==> src/rtl/regfile_write_arbiter.sv <==
// regfile_write_arbiter: shares the register file write port between the WB
// stage (always wins) and the mult/div unit. MDU results that cannot write
// right away wait in an in-order queue whose live entries also serve as a
// pending-write scoreboard for the ID stage.
// Optional build macro: MDU_DIRECT_EN -- with an empty queue and idle WB, an
// accepted MDU result goes straight to the write port without being queued.
module regfile_write_arbiter #(
   parameter int DEPTH      = 4,
   parameter int DATA_W     = 32,
   parameter int ADDR_W     = 5,
   parameter int STARVE_MAX = 8
) (
   input  logic              Clk,
   input  logic              Rst_n,
   input  logic              WbValid,
   input  logic [ADDR_W-1:0] WbReg,
   input  logic [DATA_W-1:0] WbData,
   input  logic              MduValid,
   input  logic [ADDR_W-1:0] MduReg,
   input  logic [DATA_W-1:0] MduData,
   output logic              MduReady,
   input  logic [ADDR_W-1:0] QueryReg1,
   input  logic [ADDR_W-1:0] QueryReg2,
   output logic              Pending1,
   output logic              Pending2,
   output logic              StallReq,
   output logic              RegWrite,
   output logic [ADDR_W-1:0] WriteReg,
   output logic [DATA_W-1:0] WriteData
);

   localparam int PTR_W = $clog2(DEPTH);
   localparam int CNT_W = $clog2(DEPTH) + 1;
   localparam int SC_W  = $clog2(STARVE_MAX + 1);

   // queue storage: one live bit, destination and data per slot
   logic [DEPTH-1:0]             qLive;
   logic [DEPTH-1:0][ADDR_W-1:0] qReg;
   logic [DEPTH-1:0][DATA_W-1:0] qData;
   logic [PTR_W-1:0]             rdPtr;
   logic [PTR_W-1:0]             wrPtr;
   logic [CNT_W-1:0]             count;
   logic [SC_W-1:0]              starveCnt;
   logic [SC_W-1:0]              starveNext;

   logic wbWin;
   logic queueEmpty;
   logic mduXfer;
   logic directTake;
   logic pop;
   logic push;

   // a WB write to register 0 is treated as idle so the queue can drain
   assign wbWin      = WbValid && (WbReg != '0);
   assign queueEmpty = (count == '0);
   assign MduReady   = (count != CNT_W'(DEPTH));
   assign mduXfer    = MduValid && MduReady;
   assign pop        = !wbWin && !queueEmpty;

`ifdef MDU_DIRECT_EN
   assign directTake = mduXfer && (MduReg != '0) && queueEmpty && !wbWin;
`else
   assign directTake = 1'b0;
`endif

   // results for register 0 are accepted and silently dropped
   assign push = mduXfer && (MduReg != '0) && !directTake;

   // scoreboard lookup over live queued writes; register 0 never pends
   always_comb begin
      Pending1 = 1'b0;
      Pending2 = 1'b0;
      for (int i = 0; i < DEPTH; i++) begin
         if (qLive[i] && (qReg[i] == QueryReg1)) Pending1 = 1'b1;
         if (qLive[i] && (qReg[i] == QueryReg2)) Pending2 = 1'b1;
      end
      if (QueryReg1 == '0) Pending1 = 1'b0;
      if (QueryReg2 == '0) Pending2 = 1'b0;
   end

   // queue update: WAW kill of older entries, pop of head, push at tail
   always_ff @(posedge Clk or negedge Rst_n) begin
      if (!Rst_n) begin
         qLive <= '0;
         qReg  <= '0;
         qData <= '0;
         rdPtr <= '0;
         wrPtr <= '0;
         count <= '0;
      end else begin
         // kill runs first so a same-edge push into a matching slot stays live
         if (wbWin) begin
            for (int i = 0; i < DEPTH; i++)
               if (qReg[i] == WbReg) qLive[i] <= 1'b0;
         end
         if (pop) begin
            qLive[rdPtr] <= 1'b0;
            rdPtr        <= rdPtr + PTR_W'(1);
         end
         if (push) begin
            qLive[wrPtr] <= 1'b1;
            qReg[wrPtr]  <= MduReg;
            qData[wrPtr] <= MduData;
            wrPtr        <= wrPtr + PTR_W'(1);
         end
         count <= count + CNT_W'(push) - CNT_W'(pop);
      end
   end

   // write port: WB first, then queue head, then (optionally) direct MDU
   always_ff @(posedge Clk or negedge Rst_n) begin
      if (!Rst_n) begin
         RegWrite  <= 1'b0;
         WriteReg  <= '0;
         WriteData <= '0;
      end else if (wbWin) begin
         RegWrite  <= 1'b1;
         WriteReg  <= WbReg;
         WriteData <= WbData;
      end else if (pop) begin
         // a killed head just frees its slot without writing
         RegWrite <= qLive[rdPtr];
         if (qLive[rdPtr]) begin
            WriteReg  <= qReg[rdPtr];
            WriteData <= qData[rdPtr];
         end
      end else if (directTake) begin
         RegWrite  <= 1'b1;
         WriteReg  <= MduReg;
         WriteData <= MduData;
      end else begin
         RegWrite <= 1'b0;
      end
   end

   // consecutive edges where WB blocks a non-empty queue, saturating
   always_comb begin
      starveNext = '0;
      if (!queueEmpty && wbWin)
         starveNext = (starveCnt == SC_W'(STARVE_MAX)) ? starveCnt : starveCnt + SC_W'(1);
   end

   // starvation counter and registered stall request
   always_ff @(posedge Clk or negedge Rst_n) begin
      if (!Rst_n) begin
         starveCnt <= '0;
         StallReq  <= 1'b0;
      end else begin
         starveCnt <= starveNext;
         StallReq  <= (starveNext >= SC_W'(STARVE_MAX));
      end
   end

endmodule

==> config.mk <==
export PLATFORM = sky130hd
export DESIGN_NAME = regfile_write_arbiter
export DESIGN_NICKNAME = d
export VERILOG_FILES = /design/src/rtl/regfile_write_arbiter.sv
export SDC_FILE = /design/constraint.sdc
export NUM_CORES = 1
export LEC_CHECK = 0
export CAP_MARGIN = 20
export CORE_ASPECT_RATIO = 0.75
export CORE_MARGIN = 2
export CORE_UTILIZATION = 37
export DETAILED_ROUTE_END_ITERATION = 7
export SLEW_MARGIN = 25
export SYNTH_ARGS = -nofsm -noshare
export SYNTH_HDL_FRONTEND = slang
export SYNTH_SLANG_ARGS = --single-unit
==> constraint.sdc <==
create_clock -name Clk -period 3 [get_ports Clk]
set_input_delay 0.3 -clock Clk [delete_from_list [all_inputs] [get_ports Clk]]
set_output_delay 0.3 -clock Clk [all_outputs]
set_load 0.05 [all_outputs]
# After elaboration in Yosys (flattened, before gate mapping)
# Cells that the tools add are included.
dict set report op_classes {
  n_mul 0
  n_bitwise 3
  div 0
  eq_ne 14
  n_addsub 5
  n_reduce_logical 25
  muxes 43
  shift 0
  n_lt_le_gt_ge 5
}
# cell n
set ops {}
lappend ops {{32-bit 2-to-1 mux} 5}
lappend ops {{128-bit bitwise mux} 1}
lappend ops {{32-bit binary-select mux with 2-bit select} 1}
lappend ops {{32-bit demux with 2-bit select} 1}
lappend ops {{5-bit equality test} 12}
lappend ops {{5-bit 2-to-1 mux} 5}
lappend ops {{20-bit bitwise mux} 1}
lappend ops {{4-bit 2-to-1 mux} 5}
lappend ops {{1-bit 2-to-1 mux} 19}
lappend ops {{1-bit logical AND} 15}
lappend ops {{5-bit binary-select mux with 2-bit select} 1}
lappend ops {{5-bit demux with 2-bit select} 1}
lappend ops {{5-bit logical NOT} 2}
lappend ops {{5-bit nonzero test} 2}
lappend ops {{2-bit by 3-bit < comparator with 1-bit output, second input constant} 2}
lappend ops {{2-bit by 1-bit adder with 2-bit output, second input constant} 2}
lappend ops {{4-bit by 1-bit adder with 4-bit output, second input constant} 1}
lappend ops {{4-bit AND} 1}
lappend ops {{1-bit demux with 2-bit select} 2}
lappend ops {{4-bit equality test, second input constant} 1}
lappend ops {{2-bit by 1-bit >= comparator with 1-bit output, second input constant} 2}
lappend ops {{4-bit >= comparator, second input constant} 1}
lappend ops {{4-bit NOT} 1}
lappend ops {{4-bit OR} 1}
lappend ops {{8 further kinds} 10}
dict set report totals {
  reg_bits 202
  rom_bits 0
  memories 0
  input_bits 88
  latchBits 0
  mem_bits_rw 0
  output_inout_bits 42
  elab_cells 112
}

# Logic depth before layout (Yosys ltp)
# Gate-level depths: netlist of the first run.
dict set report depth {
  ltp_word 9
  ltp_mapped 12
  depth_no_buf 9
}

# Worst setup path before layout of the first run
# OpenSTA, ideal clock, no wires.
dict set report synth_timing {
  path_type {input-to-reg}
  start {input WbReg[0]}
  end {register count[2]}
  stages 12
  path_buffers 3
  setup_ps 123
  setup_slack_ps 363
  t_arrival_ps 2514
  required_time_ps 2877
  path_cell_list {buf_2 > or4_1 > o21ai_1 > buf_4 > and2_1 > buf_4 > xor2_1 > ha_1 > inv_1 > fa_1 > xnor2_1 > xnor2_1}
}
dict set report synth_between {
  elab_chain_cells 5
}
# item line
set synth_lines {}
lappend synth_lines {{from (decl)} 16} ;# input logic [ADDR_W-1:0] WbReg,
lappend synth_lines {{5-bit nonzero test} 54} ;# assign wbWin = WbValid && (WbReg != '0);
lappend synth_lines {{1-bit logical AND} 54}
lappend synth_lines {{1-bit logical NOT} 58} ;# assign pop = !wbWin && !queueEmpty;
lappend synth_lines {{1-bit logical AND} 58}
lappend synth_lines {{3-bit by 1-bit subtractor with 3-bit output} 106} ;# count <= count + CNT_W'(push) - CNT_W'(pop);
lappend synth_lines {{to (signal assigned)} 106}
lappend synth_lines {{to (decl)} 42} ;# logic [CNT_W-1:0] count;
# Every way passes these cells.
# A chain may end at the register's enable or synchronous reset.

# Worst setup path after layout of the first run
dict set report layout_timing {
  start {register qReg[13] in the netlist's numbering}
  end {output Pending2}
}
dict set report layout_between {
  elab_chain_cells 5
}
# item line
set layout_lines {}
lappend layout_lines {{from (decl)} 38} ;# logic [DEPTH-1:0][ADDR_W-1:0] qReg;
lappend layout_lines {{from (signal, indexed assignment)} 102} ;# qReg[wrPtr] <= MduReg;
lappend layout_lines {{5-bit equality test} 75} ;# if (qLive[i] && (qReg[i] == QueryReg2)) Pending2 = 1'b1;
lappend layout_lines {{1-bit logical AND} 75}
lappend layout_lines {{1-bit 2-to-1 mux (2 in series)} 75}
lappend layout_lines {{1-bit 2-to-1 mux} 78} ;# if (QueryReg2 == '0) Pending2 = 1'b0;
lappend layout_lines {{to (decl)} 25} ;# output logic Pending2,
# Every way passes these cells.

==> results of run 1 <==
==> synthesized netlist by cell type, types with 12 or more instances <==
cell type / instances / area [um^2]
clkbuf_1: 18 / 67.6
a31oi_1: 32 / 200
buf_2: 13 / 65.1
nand2_1: 80 / 300
nor2_1: 36 / 135
xor2_1: 42 / 368
mux2_2: 72 / 811
xnor2_1: 25 / 219
dfrtp_1: 201 / 5030
buf_12: 12 / 240
mux4_2: 38 / 856
mux2_4: 76 / 1140
nand3_1: 13 / 65.1
==> timing repair <==
action / in CTS / in global routing
gates resized for setup: 0 / 0
hold endpoints to repair: 93 / 0
setup endpoints to repair: 0 / 0
hold buffers: 1 / 0
==> report_power, final <==
group,internal [W],leakage [nW],switching (W),total [W]
sequential,0.00411,2.39,0.00104,0.00516
clock,0.00156,0.358,0.00109,0.00265
combinational,0.00354,2.79,0.00310,0.00664
total,0.00921,5.54,0.00523,0.0144
==> metrics by stage <==
stage	std cells	util	area [um^2]
detailed placement	1194	0.435	11700
finish	1235	0.462	12500
floorplan	741	-	10100
global placement	1194	0.435	11700
CTS	1234	0.462	12500
global route	1234	0.462	12500
==> cells by family after synthesis <==
group                    synth area share
XOR/XNOR                           0.0578
AO/OA/AOI/OAI                      0.0338
adder cells (fa/ha/maj)            0.0155
buffers and inverters              0.0486
multiplexers                        0.282
AND/OR/NAND/NOR                    0.0667
flip-flops                          0.496
==> routing by layer <==
| metal | share of wire | vias up |
|---|---|---|
| li1 | - | 2882 |
| met1 | 0.50 | 3161 |
| met2 | 0.43 | 138 |
| met3 | 0.054 | 26 |
| met4 | 0.014 | 0 |
| met5 | 0 | - |
==> final timing paths <==
kind | from | end | slack [ns] | cells past startpoint
worst max-delay path | qReg[13] | Pending2 | 0.60 | 6
worst min-delay path | WbData[11] | WriteData[11] | 0.36 | 3
worst max register to register | count[1] | count[2] | 0.71 | 7
worst min register to register | qData[75] | qData[75] | 0.50 | 1
max in group asynchronous | Rst_n | qData[112] | 1.75 | 3
min in group asynchronous | Rst_n | qData[75] | 0.44 | 2
==> worst max-delay path, delay by kind of cell (launching register included) <==
kind	cells	cell delay (ns)
compound gates	1	0.13
buf+inv	1	0.19
xor+xnor	1	0.21
flops	1	0.50
simple gates	3	0.58
==> flip-flops by register name (all words and copies together) (netlist names) <==
register	count
RegWrite	1
count	3
starveCnt	3
qData	128
WriteData	32
wrPtr	2
qLive	4
StallReq	1
qReg	20
rdPtr	2
WriteReg	5
==> area by class of cell <==
type | instances | area (um^2)
timing repair buffer | 159 | 1620
tap | 351 | 439
sequential | 201 | 5030
clock inverter | 10 | 82.6
clock buffer | 29 | 628
inverter | 8 | 30.0
multi-input combinational | 476 | 4640
fill | 2423 | 14500
antenna | 1 | 2.50
==> flow_summary.yaml, run 1 <==
placement:
  port_buffers: 129
  place.gp.congestion: 0.815
  dpl_worst_slack_ns: 0.138
  dp_hpwl_mm: 15.7
clock_network:
  clock-sinks: 201
  cts_max_path_buffers: 3
  post_cts_buffers: 0
  cts_tree: "built"
  htreeDepth: 1
  worstSkewPairLatency_ns: 0.50
  cts-root-buf: "clkbuf_16"
  clkTransAtPathRegs_ns: 0.06
  cts_buffers: 22
cells_and_area:
  mostFrequentLayoutCells: "199 x dfrtp_1, 126 x clkdlybuf4s50_1, 79 x nand2_1"
  fin_nets: 968
  final_common_cell: "dfrtp_1"
  syn2layout_area_growth_pct: 22.9
  drive_gt1_frac: 0.298
drt:
  drt_iter0_drc: 301
  dr.pass1.iters: 4
  drc: 0
  drt_wl_total_mm: 23.5
  detail-route-antenna-nets: 0
  num_vias: 6207
  wl_per_cell_um: 19.0
  viasPerCell: 5.03
floorplan:
  rows: 52
  dieArea_um2: 28800
  start_util: 0.376
  pin_count: 130
  die_h_um: 147
  die_width_um: 195
  core-area_um2: 27000
sta:
  timing.fmax_mhz: 417
  clock-skew-final_ns: 0.00855
  tightest_slew_ns: 0.884
  rsz0062_at_grt: "false"
  slew_viol_final: 0
  setup_violations: 0
  relSlewSlack: 0.410
  period_minus_slack_ns: 2.40
  holdWs_ns: 0.357
  setup_tns_ns: 0
  fin_ws_ns: 0.604
  hold_violations: 0
  period_share: 0.799
setup_path:
  path_cells: "xor2_1 > nor4_1 > nand3_1 > nand4_1 > o21a_1 > buf_4"
  path_max_fanout: 5
  cp_slowest_cell: "dfrtp_1"
  worst_ep_arrival_time_ns: 2.10
  critical-path-max-stage-delay_ns: 0.50
  critPathLaunchType: "flop"
  critPathKind: "flop to primary output"
  end_kind: "primary output"
  worst_ep_required_time_ns: 2.70
yosys:
  synth-seq-area-share: 0.496
  ys_seq_elements: 201
  synth_flop_cell: "dfrtp_1"
  synth_edf_count: 0
  ys_types: 37
  ys_warn_count: 0
  syn_inst: 741
  async_reset_ff_frac: 1.00
  syn-num-nets: 841
  synth_area_per_cell_um2: 13.7
  synth_area_um2: 10100
global_route:
  use_met3: 0.0345
  top_usage_layer: "met1"
  grt_max_degree: 100
  track_usage: 0.168
  met1_usage: 0.258
  antenna_found_initial: 1
  grtUsageMet2: 0.249
  overflow: 0
  grt_pass1_vias: 6496
  grt_pass1_wl_mm: 38.2
power_and_ir_drop:
  leakage_nw: 5.54
  power_density_nw_per_um2: 1160
  ir_worst_vdd_mv: 0.648
  fin_total_pwr_w: 0.0144
outcome:
  outcome: "finished clean"
run:
  drv_cap: 0
hold_path:
  hold_class: "input pin to flop"
No activity file was read; power rests on OpenSTA's default activity.
==> inputs of run 2 (changes only) <==
==> constraint.sdc (replaced) <==
create_clock -name Clk -period 2.5 [get_ports Clk]
set_input_delay 0.25 -clock Clk [delete_from_list [all_inputs] [get_ports Clk]]
set_output_delay 0.25 -clock Clk [all_outputs]
set_load 0.05 [all_outputs]
==> run 2 against run 1 <==
  * Die area unchanged
  * Via count shrank 0.47%
  * Setup slack worse by 0.54 ns
  * Cell area grew 0.72%
  * Clock-buffer cell count increased by 3
  * Power up 19%
  * Combinational power grew 22%
  * Sequential share of layout area is 0.29 points lower
  * Global-route usage about the same
  * Non-clock buffer count is 8 higher
  * Hold slack worse by 0.046 ns
  * Wire length down 0.55%
==> flow_summary.yaml, run 2 (same netlist as run 1, synthesis figures left out) <==
run:
  drv_cap: 0
floorplan:
  start_util: 0.376
  dieArea_um2: 28800
  pin_count: 130
  die_width_um: 195
  rows: 52
  core-area_um2: 27000
  die_h_um: 147
sta:
  setup_violations: 0
  fin_ws_ns: 0.0617
  holdWs_ns: 0.311
  rsz0062_at_grt: "false"
  clock-skew-final_ns: 0.00804
  period_share: 0.975
  timing.fmax_mhz: 410
  slew_viol_final: 0
  tightest_slew_ns: 0.888
  hold_violations: 0
  relSlewSlack: 0.408
  period_minus_slack_ns: 2.44
global_route:
  grt_max_degree: 69
  overflow: 0
  grt_pass1_vias: 6532
  track_usage: 0.168
  antenna_found_initial: 2
  grt_pass1_wl_mm: 38.1
drt:
  viasPerCell: 4.99
  num_vias: 6178
  drc: 0
  drt_iter0_drc: 317
  dr.pass1.iters: 4
  wl_per_cell_um: 18.9
  drt_wl_total_mm: 23.4
  detail-route-antenna-nets: 0
setup_path:
  critPathLaunchType: "flop"
  path_cells: "xor2_1 > nor4_1 > nand3_1 > nand4_1 > o21a_1 > buf_12"
  rrSetupSlack_ns: 0.25
  path_max_fanout: 5
  r2r-end: "count[2]"
  critical-path-max-stage-delay_ns: 0.50
  cp_slowest_cell: "dfrtp_1"
  end_kind: "primary output"
  r2r_start: "count[1]"
  startpoint: "qReg[3]"
  critPathKind: "flop to primary output"
  worst_ep_arrival_time_ns: 2.19
  reg2regPathDepth: 8
  worst_ep_required_time_ns: 2.25
clock_network:
  cts_max_path_buffers: 3
  cts-root-buf: "clkbuf_16"
  clkTransAtPathRegs_ns: 0.06
  htreeDepth: 1
  cts_resized: 0
  clock-sinks: 201
  worstSkewPairLatency_ns: 0.49
  cts_buffers: 21
  cts_tree: "built"
hold_path:
  min_delay_worst_endpoint: "WriteData[5]"
  holdPathStages: 3
  hold_class: "input pin to flop"
  hp-start: "WbData[5]"
cells_and_area:
  fin_nets: 975
  multi_input_area_um2: 4660
  stdcell_area_um2: 12600
  num-fill-cells: 2458
  mostFrequentLayoutCells: "199 x dfrtp_1, 126 x clkdlybuf4s50_1, 79 x nand2_1"
  drive_gt1_frac: 0.303
  syn2layout_area_growth_pct: 23.8
  seqCellArea_um2: 5030
  regMostFlops: "qData"
  largest_reg_flops: 128
  final_common_cell: "dfrtp_1"
  fin_util: 0.465
  top_regs: "qData: 128 flops, WriteData: 32 flops, qReg: 20 flops"
power_and_ir_drop:
  power_density_nw_per_um2: 1370
  ir_worst_vdd_mv: 0.639
  leakage_nw: 5.57
  fin_total_pwr_w: 0.0173
placement:
  place.gp.congestion: 0.784
  dpl_worst_slack_ns: -0.240
  dp_hpwl_mm: 16.0
  port_buffers: 129
  placed_area_um2: 11900
outcome:
  outcome: "finished clean"
## run 2: changes by cell type in the layout (fill, tap and decap cells not counted), sizes merged
cell,previous run,this run
buf,31,39
bufinv,1,0
clkbuf,30,33
clkinv,9,3
## run 2: where the power goes
group          leakage (nW)  internal (W)  total (W)  switching [W]
Clock                 0.308       0.00166    0.00290        0.00124
Sequential             2.39       0.00493    0.00623        0.00130
Combinational          2.87       0.00441    0.00813        0.00371
Total                  5.57        0.0110     0.0173        0.00625
## run 2: worst max path at each step
| stage | end | cells after the start |
|---|---|---|
| final | Pending2 | 6 |
| after global routing | Pending2 | 6 |
| after CTS | Pending2 | 6 |
| after detailed placement | count[2] | 10 |
| after global placement | count[2] | 10 |
| after floorplan | count[2] | 12 |
## run 2: cell type report
| class | count | area share |
|---|---|---|
| timing repair buffer | 167 | 0.142 |
| multi-input combinational | 476 | 0.371 |
| tap | 351 | 0.0350 |
| clock buffer | 32 | 0.0483 |
| inverter | 8 | 0.00239 |
| clock inverter | 3 | 0.00120 |
| antenna | 1 | 0.000199 |
| sequential | 201 | 0.401 |
## run 2: timing repair
item	4_1_cts	5_1_grt
hold endpoints to repair	62	0
buffers inserted	0	0
hold buffers	1	0
## run 2: stage by stage
stage | instances | TNS (ns)
final | 1239 | 0
after global routing | 1239 | 0
after CTS | 1238 | 0
after detailed placement | 1202 | -3.30
after global placement | 1202 | -2.11
after floorplan | 741 | -0.0533
## run 2: routing by layer
| metal | track usage | part of all wire | up-vias |
|---|---|---|---|
| met1 | 0.262 | 0.52 | 3117 |
| li1 | - | - | 2881 |
| met5 | 0 | 0.00051 | - |
| met3 | 0.0335 | 0.052 | 34 |
| met2 | 0.239 | 0.41 | 144 |
| met4 | 0.0366 | 0.020 | 2 |
## run 2: worst max-delay path, delay by kind of cell (launching register included)
family	cells	cell delay [ns]
simple gates	3	0.67
flops	1	0.50
compound gates	1	0.17
xor+xnor	1	0.21
buf+inv	1	0.14
